File: src/rtl/fp_dot_acc_unit.sv
`default_nettype none
// ---------------------------------------------------------------------------
// fp_dot_acc_unit: sequential FP32 dot-product accumulator, truncating (RTZ) with denormal flush; FP_DOT_CHAIN_EN adds in_chain result chaining. Rev 1.0
// ---------------------------------------------------------------------------
module fp_dot_acc_unit #(
  parameter int LANES = 2
) (
  input  logic                  clk,
  input  logic                  rst,
  input  logic                  in_valid,
`ifdef FP_DOT_CHAIN_EN
  input  logic                  in_chain,
`endif
  output logic                  in_ready,
  input  logic [31:0]           previous,
  input  logic [32*LANES-1:0]   array1,
  input  logic [32*LANES-1:0]   array2,
  output logic                  out_valid,
  input  logic                  out_ready,
  output logic [31:0]           out
);

  localparam int              KW     = (LANES > 1) ? $clog2(LANES) : 1;
  localparam logic [KW-1:0]   K_LAST = KW'(LANES - 1);
  localparam logic [31:0]     QNAN   = 32'h7FC0_0000;

  typedef enum logic [1:0] {IDLE, MUL, ADD, DONE} state_t;

  state_t        r_state;
  logic [KW-1:0] r_k;
  logic [31:0]   r_acc;
  logic [31:0]   r_p;
  logic [31:0]   r_a [LANES];
  logic [31:0]   r_b [LANES];
  logic [31:0]   w_prod;
  logic [31:0]   w_sum;
  logic [31:0]   w_seed;
`ifdef FP_DOT_CHAIN_EN
  logic [31:0]   r_last;
`endif

  function automatic logic [31:0] ftz(input logic [31:0] x);
    return (x[30:23] == 8'd0 && x[22:0] != 23'd0) ? 32'd0 : x;
  endfunction

  function automatic logic is_nan(input logic [31:0] x);
    return (&x[30:23]) && (|x[22:0]);
  endfunction

  function automatic logic is_inf(input logic [31:0] x);
    return (&x[30:23]) && !(|x[22:0]);
  endfunction

  function automatic logic is_zero(input logic [31:0] x);
    return x[30:0] == 31'd0;
  endfunction

  function automatic logic [31:0] fp_mul(input logic [31:0] a_in, input logic [31:0] b_in);
    logic [31:0] a, b, r;
    logic [47:0] prod;
    logic [9:0]  e;
    logic [22:0] frac;
    logic        s;
    a    = ftz(a_in);
    b    = ftz(b_in);
    s    = a[31] ^ b[31];
    prod = 48'({1'b1, a[22:0]}) * 48'({1'b1, b[22:0]});
    e    = 10'({2'b00, a[30:23]}) + 10'({2'b00, b[30:23]}) - 10'd127;
    if (prod[47]) begin
      e    = e + 10'd1;
      frac = prod[46:24];
    end else begin
      frac = prod[45:23];
    end
    if (is_nan(a) || is_nan(b))
      r = QNAN;
    else if ((is_inf(a) && is_zero(b)) || (is_inf(b) && is_zero(a)))
      r = QNAN;
    else if (is_inf(a) || is_inf(b))
      r = {s, 8'hFF, 23'd0};
    else if (is_zero(a) || is_zero(b))
      r = {s, 31'd0};
    else if ($signed(e) >= 10'sd255)
      r = {s, 8'hFF, 23'd0};
    else if ($signed(e) <= 10'sd0)
      r = 32'd0;
    else
      r = {s, e[7:0], frac};
    return r;
  endfunction

  // Three guard bits plus a sticky LSB keep truncation exact even under subtraction.
  function automatic logic [31:0] fp_add(input logic [31:0] a_in, input logic [31:0] b_in);
    logic [31:0] a, b, big, sml, r;
    logic [7:0]  d;
    logic [26:0] mb, ms0, ms, shv, norm;
    logic [27:0] sum;
    logic [9:0]  e;
    logic [22:0] frac;
    logic        lost;
    int          pos, sh;
    a    = ftz(a_in);
    b    = ftz(b_in);
    big  = (b[30:0] > a[30:0]) ? b : a;
    sml  = (b[30:0] > a[30:0]) ? a : b;
    d    = big[30:23] - sml[30:23];
    mb   = {1'b1, big[22:0], 3'b000};
    ms0  = {1'b1, sml[22:0], 3'b000};
    shv  = ms0 >> d;
    lost = |(ms0 & ~({27{1'b1}} << d));
    ms   = (d >= 8'd27) ? 27'd1 : {shv[26:1], shv[0] | lost};
    sum  = (big[31] == sml[31]) ? ({1'b0, mb} + {1'b0, ms}) : ({1'b0, mb} - {1'b0, ms});
    pos  = 0;
    for (int i = 0; i < 27; i++)
      if (sum[i]) pos = i;
    sh   = 26 - pos;
    norm = sum[26:0] << sh;
    if (sum[27]) begin
      e    = {2'b00, big[30:23]} + 10'd1;
      frac = sum[26:4];
    end else begin
      e    = {2'b00, big[30:23]} - 10'(sh);
      frac = norm[25:3];
    end
    if (is_nan(a) || is_nan(b))
      r = QNAN;
    else if (is_inf(a) && is_inf(b) && (a[31] != b[31]))
      r = QNAN;
    else if (is_inf(a))
      r = a;
    else if (is_inf(b))
      r = b;
    else if (is_zero(a) && is_zero(b))
      r = {a[31] & b[31], 31'd0};
    else if (is_zero(a))
      r = b;
    else if (is_zero(b))
      r = a;
    else if (sum == 28'd0)
      r = 32'd0;
    else if ($signed(e) >= 10'sd255)
      r = {big[31], 8'hFF, 23'd0};
    else if ($signed(e) <= 10'sd0)
      r = 32'd0;
    else
      r = {big[31], e[7:0], frac};
    return r;
  endfunction

  assign w_prod = fp_mul(r_a[r_k], r_b[r_k]);
  assign w_sum  = fp_add(r_acc, r_p);

`ifdef FP_DOT_CHAIN_EN
  assign w_seed = in_chain ? r_last : previous;
`else
  assign w_seed = previous;
`endif

  always_ff @(posedge clk) begin
    if (rst) begin
      r_state   <= IDLE;
      r_k       <= '0;
      r_acc     <= '0;
      r_p       <= '0;
      out       <= '0;
      out_valid <= 1'b0;
      in_ready  <= 1'b1;
`ifdef FP_DOT_CHAIN_EN
      r_last    <= '0;
`endif
    end else begin
      case (r_state)
        IDLE: begin
          if (in_valid) begin
            r_acc    <= w_seed;
            r_k      <= '0;
            in_ready <= 1'b0;
            r_state  <= MUL;
            for (int i = 0; i < LANES; i++) begin
              r_a[i] <= array1[i*32 +: 32];
              r_b[i] <= array2[i*32 +: 32];
            end
          end
        end
        MUL: begin
          r_p     <= w_prod;
          r_state <= ADD;
        end
        ADD: begin
          r_acc <= w_sum;
          if (r_k == K_LAST) begin
            out       <= w_sum;
            out_valid <= 1'b1;
            r_state   <= DONE;
          end else begin
            r_k     <= r_k + 1'b1;
            r_state <= MUL;
          end
        end
        DONE: begin
          if (out_ready) begin
`ifdef FP_DOT_CHAIN_EN
            r_last    <= r_acc;
`endif
            out       <= '0;
            out_valid <= 1'b0;
            in_ready  <= 1'b1;
            r_state   <= IDLE;
          end
        end
        default: r_state <= IDLE;
      endcase
    end
  end

endmodule
`default_nettype wire

File: config.mk
export PLATFORM = sky130hd
export DESIGN_NAME = fp_dot_acc_unit
export DESIGN_NICKNAME = d
export VERILOG_FILES = /design/src/rtl/fp_dot_acc_unit.sv
export SDC_FILE = /design/constraint.sdc
export NUM_CORES = 2
export LEC_CHECK = 0
export ABC_AREA = 1
export BUFFER_PORTS_ARGS = -buffer_cell sky130_fd_sc_hd__buf_2
export CELL_PAD_IN_SITES_DETAIL_PLACEMENT = 0
export CELL_PAD_IN_SITES_GLOBAL_PLACEMENT = 2
export CORE_AREA = 10 10 347 349
export DETAILED_ROUTE_END_ITERATION = 12
export DIE_AREA = 0 0 357 359
export PLACE_DENSITY = 0.82
export SLEW_MARGIN = 5
export SYNTH_ARGS = -nofsm -noshare
export SYNTH_HDL_FRONTEND = slang
export SYNTH_SLANG_ARGS = --single-unit
File: constraint.sdc
create_clock -name clk -period 12.1 [get_ports clk]
set_clock_uncertainty 0.15 [all_clocks]
set_input_delay 0 -clock clk [delete_from_list [all_inputs] [get_ports clk]]
set_output_delay 0 -clock clk [all_outputs]
set_load 0.005 [all_outputs]
# --- After elaboration in Yosys (flattened, before gate mapping) ---
# Memory sizes are Yosys's and may differ from the RTL's. A register that Yosys moved wholly into a read port is not among the register bits.
# Cells that the tools add are included.
totals:
  mem_bits_ro: 0
  in_bits: 164
  mem_count: 2
  mem_bits_rw: 128
  register_bits: 101
  latch_bits: 0
  out_inout_bits: 34
mem_list:
  columns: ["name", "depth", "word_bits", "rd", "rd_ports_with_merged_regs", "wr", "line", "text"]
  rows:
  - ["r_a", 2, 32, 1, 1, 2, "33", "logic [31:0] r_a [LANES];"]
  - ["r_b", 2, 32, 1, 1, 2, "34", "logic [31:0] r_b [LANES];"]
op_classes:
  div_mod_pow: 0
  multipliers: 1
  shift: 3
  bitwise: 5
  magnitude_cmp: 6
  add_sub_neg: 10
  mux: 79
  eq_ne: 8
  n_reduce_logical: 56
ops:
  columns: ["op", "count"]
  rows:
  - ["two-way mux 32 bit", 50]
  - ["one-hot mux 32 bit (2 select lines)", 2]
  - ["logical NOT 31 bit", 4]
  - ["nonzero test 23 bit", 4]
  - ["OR reduction 23 bit", 4]
  - ["multiplier 24 x 24 -> 48 bit", 1]
  - ["two-way mux 23 bit", 2]
  - ["logical NOT 8 bit", 4]
  - ["AND reduction 8 bit", 4]
  - ["<< shifter 27 x 32 -> 26 bit", 1]
  - ["subtractor 6 x 32 -> 32 bit, first input constant", 1]
  - ["greater-than comparator 31 bit", 1]
  - ["adder 27 x 27 -> 28 bit", 1]
  - ["logical NOT 28 bit", 1]
  - ["two-way mux 28 bit", 1]
  - ["subtractor 27 x 27 -> 28 bit", 1]
  - ["bitwise AND 27 bit", 1]
  - ["two-way mux 27 bit", 1]
  - ["NOT 27 bit", 1]
  - ["OR reduction 27 bit", 1]
  - ["<< shifter 27 x 8 -> 27 bit, first input constant", 1]
  - ["right shift 27 x 8 -> 27 bit", 1]
  - ["greater-or-equal comparator 10 x 9 -> 1 bit, second input constant", 2]
  - ["<= comparator 10 x 1 -> 1 bit, second input constant", 2]
  - ["other kinds (28)", 76]

# --- Longest topological paths before layout ---
logic_depth:
  word_depth: 56
  mapped_depth: 101
  mapped_depth_nobuf: 96

# --- Worst setup path after synthesis ---
# OpenSTA, ideal clock, no wires.
synth_path:
  path_kind: "register to register"
  start: "register r_p[28]"
  end: "register out[16]"
  path_stages_with_launch: 90
  t_arrival_ns: 10.995
  setup_time_ns: 0.132
  n_path_buf: 9
  synth_period_minus_slack_ns: 11.277
  path_slack_ns: 0.823
  path_cell_list: "dfxtp_1 inv_2 nand4_1 nor2_2 nand2_4 buf_2 inv_1 clkbuf_1 nor2_1 ha_1 nand2_1 o21a_1 o221ai_1 nand2_1 nor2_1 nor2_1 nand2_1 nand2_2 [... 54 more ...] o21ai_0 nand3b_1 nand2_1 nand2_1 inv_1 o31ai_1 nand4_1 o21bai_1 nand2_1 nand4_1 buf_1 a21oi_1 o21ai_1 nand2_1 nand2_1 nand2_1 nand3_1 a21oi_1"
synth_between:
  elab_chain_cells: 56
synth_rtl:
  columns: ["element", "line", "text"]
  rows:
  - ["start, declared", "32", "logic [31:0] r_p;"]
  - ["start signal, assigned", "186", "r_p <= w_prod;"]
  - ["logical NOT 8 bit", "43", "return (x[30:23] == 8'd0 && x[22:0] != 23'd0) ? 32'd0 : x;"]
  - ["logical AND 1 bit", "43", null]
  - ["two-way mux 32 bit (*)", "43", null]
  - ["greater-than comparator 31 bit", "104, 105", null]
  - ["two-way mux 32 bit (on tied branches)", "104, 105", null]
  - ["subtractor 8 bit", "106", "d = big[30:23] - sml[30:23];"]
  - ["<< shifter 27 x 8 -> 27 bit", "110", "lost = |(ms0 & ~({27{1'b1}} << d));"]
  - ["NOT 27 bit", "110", null]
  - ["[... 40 more ...]", null, null]
  - ["two-way mux 32 bit", "135", "else if (is_zero(a))"]
  - ["two-way mux 32 bit", "133", "else if (is_zero(a) && is_zero(b))"]
  - ["two-way mux 32 bit", "131", "else if (is_inf(b))"]
  - ["two-way mux 32 bit", "129", "else if (is_inf(a))"]
  - ["two-way mux 32 bit", "127", "else if (is_inf(a) && is_inf(b) && (a[31] != b[31]))"]
  - ["two-way mux 32 bit (*)", "125", "if (is_nan(a) || is_nan(b))"]
  - ["two-way mux 32 bit (*)", "191", "if (r_k == K_LAST) begin"]
  - ["one-hot mux 32 bit (2 select lines) (*)", "172", "case (r_state)"]
  - ["end signal, assigned", "192", "out <= w_sum;"]
  - ["end, declared", "20", "output logic [31:0] out"]
# Every way passes the cells marked *; elsewhere a longest branch is shown, timed or not. The select of a mux whose other input is x is not followed.
# A chain may end at the register's enable or synchronous reset.

# --- Final worst setup path ---
layout_path:
  start: "register r_p[4]"
  end: "register out[22]"
layout_between:
  elab_chain_cells: 56
layout_rtl:
  columns: ["element", "line"]
  rows:
  - ["nonzero test 23 bit", "43"]
  - ["logical AND 1 bit", "43"]
  - ["two-way mux 32 bit (*)", "43"]
  - ["greater-than comparator 31 bit", "104, 105"]
  - ["two-way mux 32 bit (on tied branches)", "104, 105"]
  - ["subtractor 8 bit", "106"]
  - ["<< shifter 27 x 8 -> 27 bit", "110"]
  - ["NOT 27 bit", "110"]
  - ["[... 40 more ...]", null]
  - ["two-way mux 32 bit", "135"]
  - ["two-way mux 32 bit", "133"]
  - ["two-way mux 32 bit", "131"]
  - ["two-way mux 32 bit", "129"]
  - ["two-way mux 32 bit", "127"]
  - ["two-way mux 32 bit (*)", "125"]
  - ["two-way mux 32 bit (*)", "191"]
  - ["one-hot mux 32 bit (2 select lines) (*)", "172"]
# Marked as above.

==> results.rst <==
.. list-table::
   :header-rows: 1

   * - Metric
     - Value
   * - Outcome
     - finished, final reports clean
   * - Part of the Yosys area used for sequential elements
     - 0.1538
   * - Peak fanout along the critical path
     - 8
   * - Number of buffers between clock root and the deepest sink
     - 3
   * - Reg clk slew, reported paths
     - 0.06 ns
   * - Total global-route track usage
     - 0.2329
   * - Minimum clock period
     - 11.81 ns
   * - Critical path launch point type
     - flip-flop
   * - Cell count of the worst reg-to-reg path
     - 86
   * - Distinct cells, synth
     - 79
   * - Total Wirelength
     - 153100 um
   * - Maximum achievable frequency
     - approximately 85 MHz
   * - GPL Wtd Cong
     - 0.9438
   * - Pin count of the biggest net entering global routing
     - 87
   * - Launch instance of the worst min-delay path
     - array1[45]
   * - Final-report hold violation count
     - 0
   * - Via-per-instance ratio
     - 5.026
   * - Yosys top cell by area
     - fa_1
   * - Average detailed-routed wire length per instance
     - roughly 21 um
   * - Layout cell share with drive strength beyond 1
     - 0.1793
   * - Antenna violations before repair
     - 1
   * - Cts bufs inserted
     - 26
   * - Most frequent standard cell in the layout excluding fill and tap cells
     - nand2_1
   * - Area overhead of the layout relative to synthesis
     - 27.06%
   * - CP Data Arrival Time
     - 12.20 ns
   * - Top post-synthesis cells by area
     - fa_1 (25%), nand2_1 (13%), edfxtp_1 (10%), ha_1 (8.9%), inv_1 (8.9%)
   * - TritonCTS clock tree
     - built
   * - Kind of critical path
     - flip-flop to flip-flop
   * - CP required
     - 12.48 ns
   * - Type of the most critical hold path
     - input pin to flip-flop
   * - Overall overflow remaining after global route
     - 0
   * - Starting density of the core
     - 0.3370
   * - Setup repair after global routing missed its margin
     - yes
   * - Area of the mapped netlist
     - 0.03827 mm2
   * - Total Die Area
     - 0.1282 mm2
   * - Worst-case register-to-register setup slack
     - 0.29 ns
   * - Synthesized instance count
     - 5263
   * - Cell Rows
     - about 120
   * - Top-area cell type share of the netlist area
     - 0.2532
   * - Vias
     - between 30000 and 40000
   * - Worst slack at placement
     - -0.3750 ns
   * - Total of buffers placed on input and output ports
     - 197
   * - Number of synthesized register bits
     - between 200 and 250
   * - Commonest cells after routing, fill and taps aside
     - nand2_1 (1206), inv_1 (879), fa_1 (482), nor2_1 (443), buf_4 (345)
   * - Crit path top cell by count
     - nand2_2
   * - DRC violations left
     - 0
   * - Hold Path End
     - r_a[1][13]
   * - Main flop type after synthesis
     - edfxtp_1
   * - Worst rel slew slack
     - 0.1277
   * - Final cycle utilization of the critical path
     - 0.9764
   * - Via count of the first global-routing pass
     - 38210
   * - Largest incremental delay on the critical path
     - 0.37 ns
   * - Number of clock sinks seen by CTS
     - 230
   * - Reg2reg end
     - out[22]
   * - Number of flops mapped to enable cells by yosys
     - 128
   * - Max_cap viols
     - 0
   * - Final setup margin
     - around 0.29 ns
   * - Wire length of the first global-routing pass
     - 232600 um
   * - Startpoint of the most critical register-to-register path
     - r_p[4]
   * - Fraction of registers with async set/reset
     - 0
   * - Die height
     - 359 um
   * - Setup TNS
     - 0 ns
   * - Worst hold slack after final layout
     - 0.001304 ns
   * - Number of stages on the worst hold path
     - 2
   * - Router iterations before antenna repair
     - 6
   * - Number of ports placed on the die boundary
     - 198
   * - Transition at the pin with the smallest max-transition slack
     - 1.307 ns
   * - Max-slew violation total from the final report
     - 0
   * - Total of warnings raised by yosys
     - 0
   * - Kind of capture point of the worst setup path
     - flip-flop
   * - Cell chosen for the clock root
     - clkbuf_16
   * - Die width
     - 357 um
   * - Worst skew pair latency
     - 0.60 ns
   * - DP HPWL
     - 120400 um
   * - Detail Route Antenna Nets
     - 0
   * - Nets
     - between 6000 and 7000
   * - Critical Path Slowest Stage Cell
     - a221o_1
   * - Number of H-tree levels
     - 1
   * - Number of setup violations in the final report
     - 0
   * - Avg Cell Area, Syn
     - 7.272 um2
   * - Area of the core region
     - 0.1136 mm2
   * - DRT iter0 DRCs
     - 2745
==> flip-flops by register name, summed over array words and instances (netlist names), named ones only <==
name and count:
r_acc 32, out_valid 1, r_b 64, r_k 1
r_p 32, r_a 64, in_ready 1, out 32
r_state 2
==> metal layers <==
layer | vias to the layer above | track usage | part of all wire
li1 | 17870 | - | -
met1 | 18350 | 0.3097 | 0.44
met2 | 1087 | 0.3905 | 0.47
met3 | 219 | 0.02803 | 0.053
met4 | 2 | 0.07183 | 0.037
met5 | - | 0 | 0.000085
==> area by class of cell <==
cell class                      instances  area [um2]
Clock buffer                           30       665.6
Antenna cell                            1       2.502
Multi-Input combinational cell       3850       29130
Timing Repair inverter                  1       7.507
Inverter                              957        3628
Sequential cell                       230        5892
Timing Repair Buffer                  870        7118
Tap cell                             1512        1892
Clock inverter                         17       294.0
Fill cell                           11680       64940
==> through the flow <==
step	util	instance area, um2	instances
2_1_floorplan	-	38280	5265
3_3_place_gp	0.3766	42770	7073
3_5_place_dp	0.3766	42770	7073
4_1_cts	0.4108	46660	7410
5_1_grt	0.4281	48620	7467
6_report	0.4282	48630	7468
==> what timing repair did <==
action | in CTS | in global routing
pin swaps | 0 | 160
hold buffers | 290 | 0
endpoints found under the hold margin | 202 | 0
gates cloned | 0 | 5
endpoints found under the setup margin | 64 | 93
gates resized for setup | 11 | 382
setup buffers | 0 | 53
==> critical path: cells and delay by family (launching register included) <==
| family | cells | cell delay [ns] |
|---|---|---|
| compound gates | 24 | 3.92 |
| xor+xnor | 2 | 0.38 |
| fa+ha+maj | 3 | 0.83 |
| buf+inv | 12 | 1.59 |
| flops | 1 | 0.35 |
| simple gates | 45 | 4.44 |
==> worst max-delay path by stage <==
stage                   start  slack (ns)         to
global route        r_acc[22]       -0.29    out[22]
global placement       r_p[4]       -0.30     out[7]
floorplan             r_p[28]        0.82    out[16]
detailed placement     r_p[4]       -0.38     out[7]
finish                 r_p[4]        0.29    out[22]
CTS                  r_acc[4]       0.002  r_acc[16]
==> cell families (layout without fill, tap and decap cells) <==
logic type | Yosys count | count (layout) | synth area share
compound gates | 637 | 637 | 0.09416
xor+xnor | 71 | 71 | 0.01713
fa+ha+maj | 756 | 756 | 0.3421
buf+inv | 1185 | 1875 | 0.1220
flops | 230 | 230 | 0.1538
mux | 22 | 22 | 0.005852
other cells | 1 | 4 | 0.00009799
simple gates | 2361 | 2361 | 0.2649
==> cell usage after synthesis, types with 12 or more instances <==
cell type,n
nand2_1,1283
a21oi_1,252
edfxtp_1,128
xnor2_1,24
nand4_1,90
buf_6,12
clkinv_1,27
a211oi_1,13
nor4_1,23
buf_2,24
clkbuf_1,163
o211ai_1,22
o21ai_1,27
nor2_1,489
buf_4,12
nand3_1,354
dfxtp_1,102
nand2_4,15
a31oi_1,14
mux2i_1,19
buf_1,13
xor2_1,44
inv_2,25
ha_1,272
nand2_2,29
inv_1,903
nor3_1,21
o21ai_0,219
fa_1,484
Power is not shown: default switching activity piles up to over one toggle a cycle in this logic, so the estimate is an artifact.
